File: src/rtl/lamp_conflict_monitor_if.sv
// Lamp bus between the traffic-light controller and anything that observes the lamps.
//   fm             flash-mode indication from the controller (1 = flashing, checks suspended)
//   grn1/ylw1/red1 direction-1 lamps
//   grn2/ylw2/red2 direction-2 lamps
// master: the controller driving the lamps; slave: a receiver such as the conflict monitor.
interface lamp_conflict_monitor_if;
  logic fm;
  logic grn1;
  logic ylw1;
  logic red1;
  logic grn2;
  logic ylw2;
  logic red2;

  modport master (
    output fm,
    output grn1,
    output ylw1,
    output red1,
    output grn2,
    output ylw2,
    output red2
  );

  modport slave (
    input fm,
    input grn1,
    input ylw1,
    input red1,
    input grn2,
    input ylw2,
    input red2
  );
endinterface

File: src/rtl/lamp_conflict_monitor.sv
// Independent safety checker on the intersection lamp bus. It tracks the phase sequence of
// both directions, latches the first unsafe or illegal condition with a code and counts
// completed direction-1 signal cycles. There is no path back into the controller.
//
// Ports:
//   ck          clock, all state on the rising edge
//   clr         synchronous active-high reset, discards all state including a latched fault
//   lamps       lamp bus (slave modport): fm and the six lamps
//   fault       sticky fault flag
//   fault_code  code of the first fault: 1 conflict, 2 skip, 3 short yellow, 4 multi, 5 dark
//   ph1, ph2    tracked phase per direction: 0 unknown, 1 green, 2 yellow, 3 red
//   cycles      completed direction-1 cycles (legal red->green moves), saturating
//
// Pipeline: the lamps and fm are registered first; phases, counters and faults update from
// those registers, so a lamp change on the pins shows on the outputs two edges later.
module lamp_conflict_monitor #(
  parameter int unsigned MIN_YLW  = 2,
  parameter int unsigned MAX_DARK = 3,
  parameter int unsigned CNT_W    = 8,
  parameter int unsigned CYC_W    = 8
) (
  input  logic                   ck,
  input  logic                   clr,
  lamp_conflict_monitor_if.slave lamps,
  output logic                   fault,
  output logic [2:0]             fault_code,
  output logic [1:0]             ph1,
  output logic [1:0]             ph2,
  output logic [CYC_W-1:0]       cycles
);

  typedef enum logic [1:0] {
    PhUnk = 2'd0,
    PhGrn = 2'd1,
    PhYlw = 2'd2,
    PhRed = 2'd3
  } phase_e;

  localparam logic [CNT_W-1:0] CntMax  = {CNT_W{1'b1}};
  localparam logic [CNT_W-1:0] CntOne  = CNT_W'(1);
  localparam logic [CNT_W-1:0] MinYlw  = CNT_W'(MIN_YLW);
  localparam logic [CNT_W-1:0] MaxDark = CNT_W'(MAX_DARK);
  localparam logic [CYC_W-1:0] CycMax  = {CYC_W{1'b1}};
  localparam logic [CYC_W-1:0] CycOne  = CYC_W'(1);

  // Stage 1: raw lamp capture, {grn, ylw, red} per direction.
  logic       fm_q;
  logic [2:0] gyr_q [2];

  // Stage 2: tracking state.
  phase_e           ph_q     [2];
  phase_e           ph_d     [2];
  logic [CNT_W-1:0] dwell_q  [2];
  logic [CNT_W-1:0] dwell_d  [2];
  logic [CNT_W-1:0] dark_q   [2];
  logic [CNT_W-1:0] dark_d   [2];
  logic             fault_q;
  logic             fault_d;
  logic [2:0]       code_q;
  logic [2:0]       code_d;
  logic [CYC_W-1:0] cycles_q;
  logic [CYC_W-1:0] cycles_d;

  // Per-direction decode of the registered lamps.
  phase_e col      [2];  // PhUnk when not exactly one lamp is lit
  logic   multi    [2];
  logic   dark_now [2];

  // Fault conditions seen this cycle, indexed by fault code.
  logic [5:1] hit;

  function automatic phase_e decode_colour(input logic [2:0] gyr);
    phase_e c;
    unique case (gyr)
      3'b100:  c = PhGrn;
      3'b010:  c = PhYlw;
      3'b001:  c = PhRed;
      default: c = PhUnk;
    endcase
    return c;
  endfunction

  function automatic logic legal_move(input phase_e from, input phase_e to);
    return ((from == PhGrn) && (to == PhYlw)) ||
           ((from == PhYlw) && (to == PhRed)) ||
           ((from == PhRed) && (to == PhGrn));
  endfunction

  always_comb begin
    for (int d = 0; d < 2; d++) begin
      col[d]      = decode_colour(gyr_q[d]);
      // Clearing the lowest set bit leaves something only if two or more lamps are lit.
      multi[d]    = (gyr_q[d] & (gyr_q[d] - 3'd1)) != 3'd0;
      dark_now[d] = gyr_q[d] == 3'd0;
    end
  end

  // Next-state for phase trackers, counters and the fault latch.
  always_comb begin
    ph_d     = ph_q;
    dwell_d  = dwell_q;
    dark_d   = dark_q;
    cycles_d = cycles_q;
    fault_d  = fault_q;
    code_d   = code_q;
    hit      = '0;

    if (fm_q) begin
      // Flashing: forget the sequence, keep any latched fault.
      for (int d = 0; d < 2; d++) begin
        ph_d[d]    = PhUnk;
        dwell_d[d] = '0;
        dark_d[d]  = '0;
      end
    end else begin
      // Conflict looks at raw lamps so a green+yellow multi still conflicts with a green.
      hit[1] = (gyr_q[0][2] | gyr_q[0][1]) & (gyr_q[1][2] | gyr_q[1][1]);

      for (int d = 0; d < 2; d++) begin
        if (multi[d]) begin
          hit[4] = 1'b1;
        end

        if (dark_now[d]) begin
          if (dark_q[d] != CntMax) begin
            dark_d[d] = dark_q[d] + CntOne;
          end
          if (dark_d[d] == MaxDark) begin
            hit[5] = 1'b1;
          end
        end else begin
          dark_d[d] = '0;
        end

        if (col[d] != PhUnk) begin
          if (ph_q[d] == PhUnk) begin
            // Acquisition: take the first valid colour without a sequence check.
            ph_d[d]    = col[d];
            dwell_d[d] = CntOne;
          end else if (col[d] == ph_q[d]) begin
            if (dwell_q[d] != CntMax) begin
              dwell_d[d] = dwell_q[d] + CntOne;
            end
          end else begin
            if (!legal_move(ph_q[d], col[d])) begin
              hit[2] = 1'b1;
            end
            if ((ph_q[d] == PhYlw) && (col[d] == PhRed) && (dwell_q[d] < MinYlw)) begin
              hit[3] = 1'b1;
            end
            ph_d[d]    = col[d];
            dwell_d[d] = CntOne;
          end
        end
      end

      if ((ph_q[0] == PhRed) && (col[0] == PhGrn) && (cycles_q != CycMax)) begin
        cycles_d = cycles_q + CycOne;
      end

      // First fault wins; within a cycle the lowest code wins.
      if (!fault_q && (hit != '0)) begin
        fault_d = 1'b1;
        if (hit[1]) begin
          code_d = 3'd1;
        end else if (hit[2]) begin
          code_d = 3'd2;
        end else if (hit[3]) begin
          code_d = 3'd3;
        end else if (hit[4]) begin
          code_d = 3'd4;
        end else begin
          code_d = 3'd5;
        end
      end
    end
  end

  always_ff @(posedge ck) begin
    if (clr) begin
      fm_q     <= 1'b0;
      fault_q  <= 1'b0;
      code_q   <= 3'd0;
      cycles_q <= '0;
      for (int d = 0; d < 2; d++) begin
        gyr_q[d]   <= 3'd0;
        ph_q[d]    <= PhUnk;
        dwell_q[d] <= '0;
        dark_q[d]  <= '0;
      end
    end else begin
      fm_q     <= lamps.fm;
      gyr_q[0] <= {lamps.grn1, lamps.ylw1, lamps.red1};
      gyr_q[1] <= {lamps.grn2, lamps.ylw2, lamps.red2};
      fault_q  <= fault_d;
      code_q   <= code_d;
      cycles_q <= cycles_d;
      for (int d = 0; d < 2; d++) begin
        ph_q[d]    <= ph_d[d];
        dwell_q[d] <= dwell_d[d];
        dark_q[d]  <= dark_d[d];
      end
    end
  end

  assign fault      = fault_q;
  assign fault_code = code_q;
  assign ph1        = ph_q[0];
  assign ph2        = ph_q[1];
  assign cycles     = cycles_q;

endmodule

File: src/flat_wrapper.sv
// flat-port wrapper written by rule: the top's interface ports become plain ports
module lamp_conflict_monitor_flat 
#(
  parameter int unsigned MIN_YLW  = 2,
  parameter int unsigned MAX_DARK = 3,
  parameter int unsigned CNT_W    = 8,
  parameter int unsigned CYC_W    = 8
)
  (ck, clr, fault, fault_code, ph1, ph2, cycles, lamps_fm, lamps_grn1, lamps_ylw1, lamps_red1, lamps_grn2, lamps_ylw2, lamps_red2);
  lamp_conflict_monitor_if lamps_i ();
  input  logic ck;
  input  logic clr;
  output logic fault;
  output logic [2:0] fault_code;
  output logic [1:0] ph1;
  output logic [1:0] ph2;
  output logic [CYC_W-1:0] cycles;
  input wire logic [$bits(lamps_i.fm)-1:0] lamps_fm;
  input wire logic [$bits(lamps_i.grn1)-1:0] lamps_grn1;
  input wire logic [$bits(lamps_i.ylw1)-1:0] lamps_ylw1;
  input wire logic [$bits(lamps_i.red1)-1:0] lamps_red1;
  input wire logic [$bits(lamps_i.grn2)-1:0] lamps_grn2;
  input wire logic [$bits(lamps_i.ylw2)-1:0] lamps_ylw2;
  input wire logic [$bits(lamps_i.red2)-1:0] lamps_red2;
  assign lamps_i.fm = lamps_fm;
  assign lamps_i.grn1 = lamps_grn1;
  assign lamps_i.ylw1 = lamps_ylw1;
  assign lamps_i.red1 = lamps_red1;
  assign lamps_i.grn2 = lamps_grn2;
  assign lamps_i.ylw2 = lamps_ylw2;
  assign lamps_i.red2 = lamps_red2;
  lamp_conflict_monitor #(.MIN_YLW(MIN_YLW), .MAX_DARK(MAX_DARK), .CNT_W(CNT_W), .CYC_W(CYC_W)) u_core (.ck(ck), .clr(clr), .lamps(lamps_i), .fault(fault), .fault_code(fault_code), .ph1(ph1), .ph2(ph2), .cycles(cycles));
endmodule
File: config.mk
export PLATFORM = sky130hd
export DESIGN_NAME = lamp_conflict_monitor_flat
export DESIGN_NICKNAME = d
export VERILOG_FILES = /design/src/rtl/lamp_conflict_monitor_if.sv /design/src/rtl/lamp_conflict_monitor.sv /design/src/flat_wrapper.sv
export SDC_FILE = /design/constraint.sdc
export NUM_CORES = 1
export LEC_CHECK = 0
export CAP_MARGIN = 20
export CORE_ASPECT_RATIO = 0.7
export CORE_MARGIN = 3
export CORE_UTILIZATION = 35
export DETAILED_ROUTE_END_ITERATION = 8
export SETUP_SLACK_MARGIN = 0.15
export SLEW_MARGIN = 40
export SYNTH_ARGS = -nofsm -noshare
export SYNTH_HDL_FRONTEND = slang
export SYNTH_SLANG_ARGS = --single-unit
File: constraint.sdc
create_clock -name ck -period 2.2 [get_ports ck]
set_input_delay 0.44 -clock ck [delete_from_list [all_inputs] [get_ports ck]]
set_output_delay 0.44 -clock ck [all_outputs]
set_load 0.1 [all_outputs]
==> results.sh, run 1 <==
export IMPL_cp_start_kind="flop"
export IMPL_cts_htree_levels=2
export IMPL_regToRegSetupSlack_ns=0.22
export IMPL_antennaDiodeCount=0
export IMPL_pwr_density_cell_nw_per_um2=621
export IMPL_layout_setup_ws_ns=0.221
export IMPL_viasPerCell=5.33
export IMPL_hold_end="u_core.dwell_q[9]$_SDFFE_PP0P_"
export IMPL_worst_path_max_fanout=8
export IMPL_path_cells="or3b_1 -> a211oi_1 -> a311oi_2 -> and3_1 -> a31oi_1 -> mux2_1"
export IMPL_synthCells=352
export IMPL_cts_tree="built"
export IMPL_rsz0062_at_grt="true"
export IMPL_ant_nets=0
export IMPL_cts_made_buffers=5
export IMPL_io_pins=25
export IMPL_dp_cells=479
export IMPL_die_w_um=116
export IMPL_clkSinkCount=55
export IMPL_hpwlAfterDp_mm=4.88
export IMPL_drive_gt1_frac=0.188
export IMPL_synthFlopType="dfxtp_1"
export IMPL_finalNetCount=401
export IMPL_maxCapViolations=0
export IMPL_cts_root_buf="clkbuf_16"
export IMPL_slowest_stage="dfxtp_2"
export IMPL_finalClockSkew_ns=0.0115
export IMPL_max_vdd_ir_drop_uv=286
export IMPL_worst_slew_pin_slew_ns=0.474
export IMPL_die_y_um=82.7
export IMPL_yosysSeqAreaShare=0.374
export IMPL_reg2reg_depth=6
export IMPL_netlist_area_um2=2940
export IMPL_fmax_mhz=505
export IMPL_drc_errors=0
export IMPL_fin_crit_sh=0.899
export IMPL_setup_viol=0
export IMPL_ys_seq_elements=55
export IMPL_hp_class="reg2reg"
export IMPL_min_period_ns=1.98
export IMPL_clock_latency_ns=0.30
export IMPL_gp_congestion=0.887
export IMPL_ys_warn_count=0
export IMPL_drt_iter0_drc=128
export IMPL_cpPeakStageDelay_ns=0.40
export IMPL_max_slew_margin=0.682
export IMPL_finalWirelength_mm=6.77
export IMPL_crit_arrival_ns=2.17
export IMPL_grt_max_degree=21
export IMPL_report_final_slew_viol_count=0
export IMPL_status="complete, no violations"
export IMPL_holdBufCountCts=0
export IMPL_antenna_found_initial=0
export IMPL_num_vias=2606
export IMPL_wl_per_cell_um=13.9
export IMPL_async_flop_share=0
export IMPL_utilization=0.444
export IMPL_seqCellArea_um2=1130
export IMPL_port_buffers=24
export IMPL_hold_slack_ns=0.498
export IMPL_fin_cells=489
export IMPL_grt_pass1_wl_mm=11.5
export IMPL_synth_edf_count=0
export IMPL_grt_pass1_vias=2394
export IMPL_final_common_cell="nor2_1"
export IMPL_start_util=0.368
export IMPL_end_kind="flop"
export IMPL_multi_input_area_um2=1800
export IMPL_r2r_end="u_core.fault_code[0]$_SDFFE_PP0P_"
export IMPL_drtPass1Iterations=5
export IMPL_worstSetupPathType="reg2reg"
export IMPL_grt_ovfl_total=0
export IMPL_clk_path_buf_depth=2
export IMPL_yosysUniqueCellTypes=59
export IMPL_clk_pin_slew_ns=0.08
export IMPL_grtUsageTotal=0.149
export IMPL_crit_family="simple AND/OR/NAND/NOR gates"
export IMPL_syn_nets=366
export IMPL_p_leak_nw=1.29
export IMPL_dieArea_um2=9560
export IMPL_area_delta_synth_final_pct=20.8
export IMPL_min_delay_start="u_core.dwell_q[9]$_SDFFE_PP0P_"
export IMPL_min_path_cells=2
export IMPL_worstPathRequired_ns=2.39
export IMPL_place_worst_setup_slack_ns=0.0748
export IMPL_layout_common_cells="nor2_1, dfxtp_1, buf_4, nand2_1"
export IMPL_rr_startpoint="u_core.gyr_q[0][5]$_SDFF_PP0_"
export IMPL_tns_ns=0
export IMPL_finalHoldViolCount=0
export IMPL_fp_row_count=27
export IMPL_synth_area_per_cell_um2=8.36
export IMPL_n_fill_cell=776
export IMPL_core_area_um2=8010
export IMPL_crit_buf_inv=0
registers in the layout, indices dropped and copies added (netlist names):
name,flops
u_core.ph2,2
u_core.dwell_q,16
u_core.ph1,2
u_core.fm_q,1
u_core.dark_q,16
u_core.cycles,8
u_core.gyr_q,6
u_core.fault_code,3
u_core.fault,1
worst reg2reg max path: cells and delay by family, from the launching register on:
| family | cells | cell delay (ns) |
|---|---|---|
| mux | 1 | 0.33 |
| flops | 1 | 0.40 |
| compound gates | 3 | 0.56 |
| simple gates | 2 | 0.59 |
final cells by class:
class                   count  area share
flip-flops and latches     55       0.317
clock inverters             3     0.00633
repair buffers             41      0.0922
inverters                   7     0.00739
multi-input cells         277       0.506
clock buffers               5      0.0352
well taps                 101      0.0355
synth_stat cells, drive strengths merged (2+ instances only):
library cell	n	area, µm²
a311oi	3	32.5
o21a	2	15.0
o22ai	2	12.5
nand3b	5	37.5
clkbuf	7	26.3
inv	7	26.3
or3	3	18.8
or4	2	15.0
a31oi	9	56.3
buf	6	30.0
nand3	15	75.1
a211oi	4	42.5
nor3	10	55.1
dfxtp	55	1100
a211o	2	17.5
or3b	3	26.3
and2	3	18.8
a21oi	17	88.8
nor2b	11	68.8
nand2b	4	25.0
nor3b	3	22.5
xor2	12	105
xnor2	13	114
and3	11	73.8
nand2	25	93.8
nor2	48	183
o21ai	11	55.1
or2	5	31.3
nor4b	4	35.0
ha	5	62.6
nor4	5	46.3
a21boi	3	26.3
and4	2	17.5
nand4	14	87.6
mux2i	7	70.1
how the worst max path moves through the flow:
stage / from / to / slack [ns] / depth (start not counted)
final: u_core.gyr_q[0][5]$_SDFF_PP0_ / u_core.fault_code[0]$_SDFFE_PP0P_ / 0.22 / 6
after global routing: u_core.gyr_q[0][5]$_SDFF_PP0_ / u_core.fault_code[0]$_SDFFE_PP0P_ / 0.09 / 6
after CTS: u_core.gyr_q[0][4]$_SDFF_PP0_ / u_core.dwell_q[0]$_SDFFE_PP0P_ / 0.14 / 7
after detailed placement: u_core.gyr_q[0][4]$_SDFF_PP0_ / u_core.dwell_q[0]$_SDFFE_PP0P_ / 0.07 / 6
after global placement: clr / u_core.dark_q[2]$_SDFF_PP0_ / 0.13 / 5
after floorplan: u_core.cycles[3]$_SDFFE_PP0P_ / u_core.cycles[5]$_SDFFE_PP0P_ / 0.16 / 6
timing repair:
action	4_1_cts	5_1_grt
buffers inserted	2	0
pin swaps	2	3
setup endpoints to repair	9	20
gates resized for setup	2	12
where the power goes:
part / switching (mW) / internal (mW)
Sequential: 0.0381 / 1.02
Clock: 0.381 / 0.429
Combinational: 0.221 / 0.116
Total: 0.641 / 1.57
per-layer routing:
layer	up-vias	track usage	share of wire
li1	1345	-	-
met1	1199	0.210	0.52
met2	54	0.223	0.42
met3	8	0.0379	0.046
met4	0	0.0469	0.012
met5	-	0	0
stage by stage:
step | instance area [µm²] | total power, mW
finish | 3560 | 2.21
global route | 3560 | 2.31
CTS | 3520 | 2.24
detailed placement | 3350 | 1.41
global placement | 3350 | 1.41
floorplan | 2970 | 1.32
cell families (layout without fill, tap and decap cells):
logic type,count (synthesis),after routing,share of synthesized area
DFF,55,55,0.374
buffers and inverters,20,56,0.0281
AOI/OAI and AO/OA,64,64,0.152
xor gates and xnor gates,25,25,0.0744
muxes,8,8,0.0276
adders and majority gates,5,5,0.0213
and+or+nand+nor,175,175,0.323
Power figures use the tool's default switching activity.
==> run 2: changes to the inputs <==
Settings changed: ABC_AREA from default to 1, PLACE_DENSITY from default to 0.6, REMOVE_ABC_BUFFERS from default to 1.
==> results.sh, run 2 <==
export IMPL_status="complete, no violations"
export IMPL_io_pins=25
export IMPL_crit_family="simple AND/OR/NAND/NOR gates"
export IMPL_synth_most_common_cell="nand2_1"
export IMPL_ys_seq_elements=55
export IMPL_synth_area_per_cell_um2=6.47
export IMPL_dieArea_um2=9520
export IMPL_drtPass1Iterations=4
export IMPL_dr_max_layer_used="met4"
export IMPL_num_vias=2835
export IMPL_finalNetCount=507
export IMPL_crit_buf_inv=1
export IMPL_grt_max_degree=16
export IMPL_clock_latency_ns=0.29
export IMPL_antennaDiodeCount=0
export IMPL_crit_arrival_ns=2.09
export IMPL_cts_made_buffers=5
export IMPL_synthTopCellsByArea="dfxtp_1, nand2_1, nor2_1, inv_1, nand3_1"
export IMPL_rsz0062_at_grt="true"
export IMPL_finalWirelength_mm=6.44
export IMPL_grt_ovfl_total=0
export IMPL_cpMostUsedCell="nand2_1"
export IMPL_grt_pass1_wl_mm=11.1
export IMPL_drt_iter0_drc=94
export IMPL_cpPeakStageDelay_ns=0.45
export IMPL_tns_ns=0
export IMPL_final_common_cell="nand2_1"
export IMPL_report_final_slew_viol_count=0
export IMPL_synth_largest_area_cell="dfxtp_1"
export IMPL_synthDominantCellAreaShare=0.376
export IMPL_synthFlopType="dfxtp_1"
export IMPL_fmax_mhz=523
export IMPL_yosysUniqueCellTypes=36
export IMPL_layout_setup_ws_ns=0.288
export IMPL_die_w_um=115
export IMPL_ant_nets=0
export IMPL_clk_path_buf_depth=2
export IMPL_worstPathRequired_ns=2.38
export IMPL_clkSinkCount=55
export IMPL_start_util=0.366
export IMPL_setup_viol=0
export IMPL_grt_pass1_vias=2568
export IMPL_layout_common_cells="nand2_1, nor2_1, inv_1, dfxtp_1, nand3_1"
export IMPL_fin_crit_sh=0.869
export IMPL_max_slew_margin=0.737
export IMPL_wl_met1_mm=3.43
export IMPL_fp_row_count=27
export IMPL_core_area_um2=8010
export IMPL_wl_met3_um=258
export IMPL_drive_gt1_frac=0.136
export IMPL_grtUsageTotal=0.141
export IMPL_cp_start_kind="flop"
export IMPL_path_cells="nor2_4 -> nand2_1 -> nand2_1 -> nand2_1 -> nand2_2 -> nor2_4 -> nand2_2 -> o31ai_4 -> buf_4 -> nor2_1 -> o21ai_1 -> nor2_1"
export IMPL_holdBufCountCts=0
export IMPL_worstSetupPathType="reg2reg"
export IMPL_ys_warn_count=0
export IMPL_max_vdd_ir_drop_uv=334
export IMPL_async_flop_share=0
export IMPL_finalClockSkew_ns=0.00863
export IMPL_finalHoldViolCount=0
export IMPL_end_kind="flop"
export IMPL_die_y_um=82.6
export IMPL_synthCells=453
export IMPL_p_leak_nw=1.55
export IMPL_antenna_found_initial=0
export IMPL_utilization=0.441
export IMPL_pwr_density_cell_nw_per_um2=623
export IMPL_place_worst_setup_slack_ns=0.145
export IMPL_worst_slew_pin_slew_ns=0.395
export IMPL_viasPerCell=4.78
export IMPL_gp_congestion=0.861
export IMPL_hpwlAfterDp_mm=4.97
export IMPL_yosysSeqAreaShare=0.376
export IMPL_maxCapViolations=0
export IMPL_min_period_ns=1.91
export IMPL_synth_top_cells_by_count="nand2_1, nor2_1, inv_1, dfxtp_1, nand3_1"
export IMPL_hold_slack_ns=0.467
export IMPL_cts_root_buf="clkbuf_16"
export IMPL_wl_per_cell_um=10.9
export IMPL_worst_path_max_fanout=5
export IMPL_hp_class="reg2reg"
export IMPL_synth_edf_count=0
export IMPL_area_delta_synth_final_pct=20.6
export IMPL_drc_errors=0
export IMPL_cts_htree_levels=2
export IMPL_cts_tree="built"
export IMPL_power_total_mw=2.20
export IMPL_port_buffers=24
export IMPL_clk_pin_slew_ns=0.07
export IMPL_wl_met2_mm=2.71
export IMPL_slowest_stage="dfxtp_1"
export IMPL_netlist_area_um2=2930
-- run 2: cell count changes in the layout (fill, tap and decap cells not counted), moves of 14 or more --
cell | previous run | this run
nand2_1 | 25 | 96
inv_1 | 7 | 68
nand3_1 | 15 | 37
nor2_1 | 47 | 69
a21oi_1 | 15 | 29
-- run 2: layout make-up --
cell class	count	area [µm²]
inverters	74	280
clock inverters	1	7.51
repair buffers	35	283
fillers	840	4470
multi-input cells	322	1610
flip-flops and latches	55	1100
clock buffers	5	125
well taps	101	126
-- run 2: timing repair --
item | in CTS | in global routing
setup endpoints to repair | 3 | 16
setup buffers | 0 | 6
hold endpoints to repair | 0 | 0
pin swaps | 0 | 4
cloned | 0 | 0
gates resized for setup | 1 | 24
-- run 2: metrics by stage --
stage | std cells | area, µm²
CTS | 587 | 3420
finish | 593 | 3530
floorplan | 451 | 2920
global placement | 581 | 3290
detailed placement | 581 | 3290
global route | 593 | 3530
-- run 2: kinds of logic after synthesis --
kind of cell / share of synthesized area
flops: 0.376
xor+xnor: 0.0120
buf+inv: 0.0986
simple gates: 0.367
fa+ha+maj: 0.0213
compound gates: 0.125
-- run 2: tightest hold or removal path, cell delays in order, from the launching register on --
cell and delay [ns]:
dfxtp_1 0.32, inv_1 0.05, a21oi_1 0.05
-- run 2: power breakdown --
part	switching, mW	internal (mW)	total, mW	leakage (nW)
registers	0.0344	1.03	1.06	0.448
clock network	0.327	0.409	0.736	0.0618
logic	0.280	0.126	0.406	1.04
-- run 2: routing by layer --
metal,vias to the layer above,track usage
met5,-,0
met4,0,0.0340
met3,5,0.0262
met2,47,0.215
met1,1248,0.205
li1,1535,-
-- run 2: final timing paths --
| path | from | end | slack, ns | cells after the start |
|---|---|---|---|---|
| min | u_core.dwell_q[7]$_SDFFE_PP0P_ | u_core.dwell_q[7]$_SDFFE_PP0P_ | 0.47 | 2 |
| min reg2reg | u_core.dwell_q[7]$_SDFFE_PP0P_ | u_core.dwell_q[7]$_SDFFE_PP0P_ | 0.47 | 2 |
| max | u_core.gyr_q[0][0]$_SDFF_PP0_ | u_core.dwell_q[11]$_SDFFE_PP0P_ | 0.29 | 12 |
| max reg2reg | u_core.gyr_q[0][0]$_SDFF_PP0_ | u_core.dwell_q[11]$_SDFFE_PP0P_ | 0.29 | 12 |
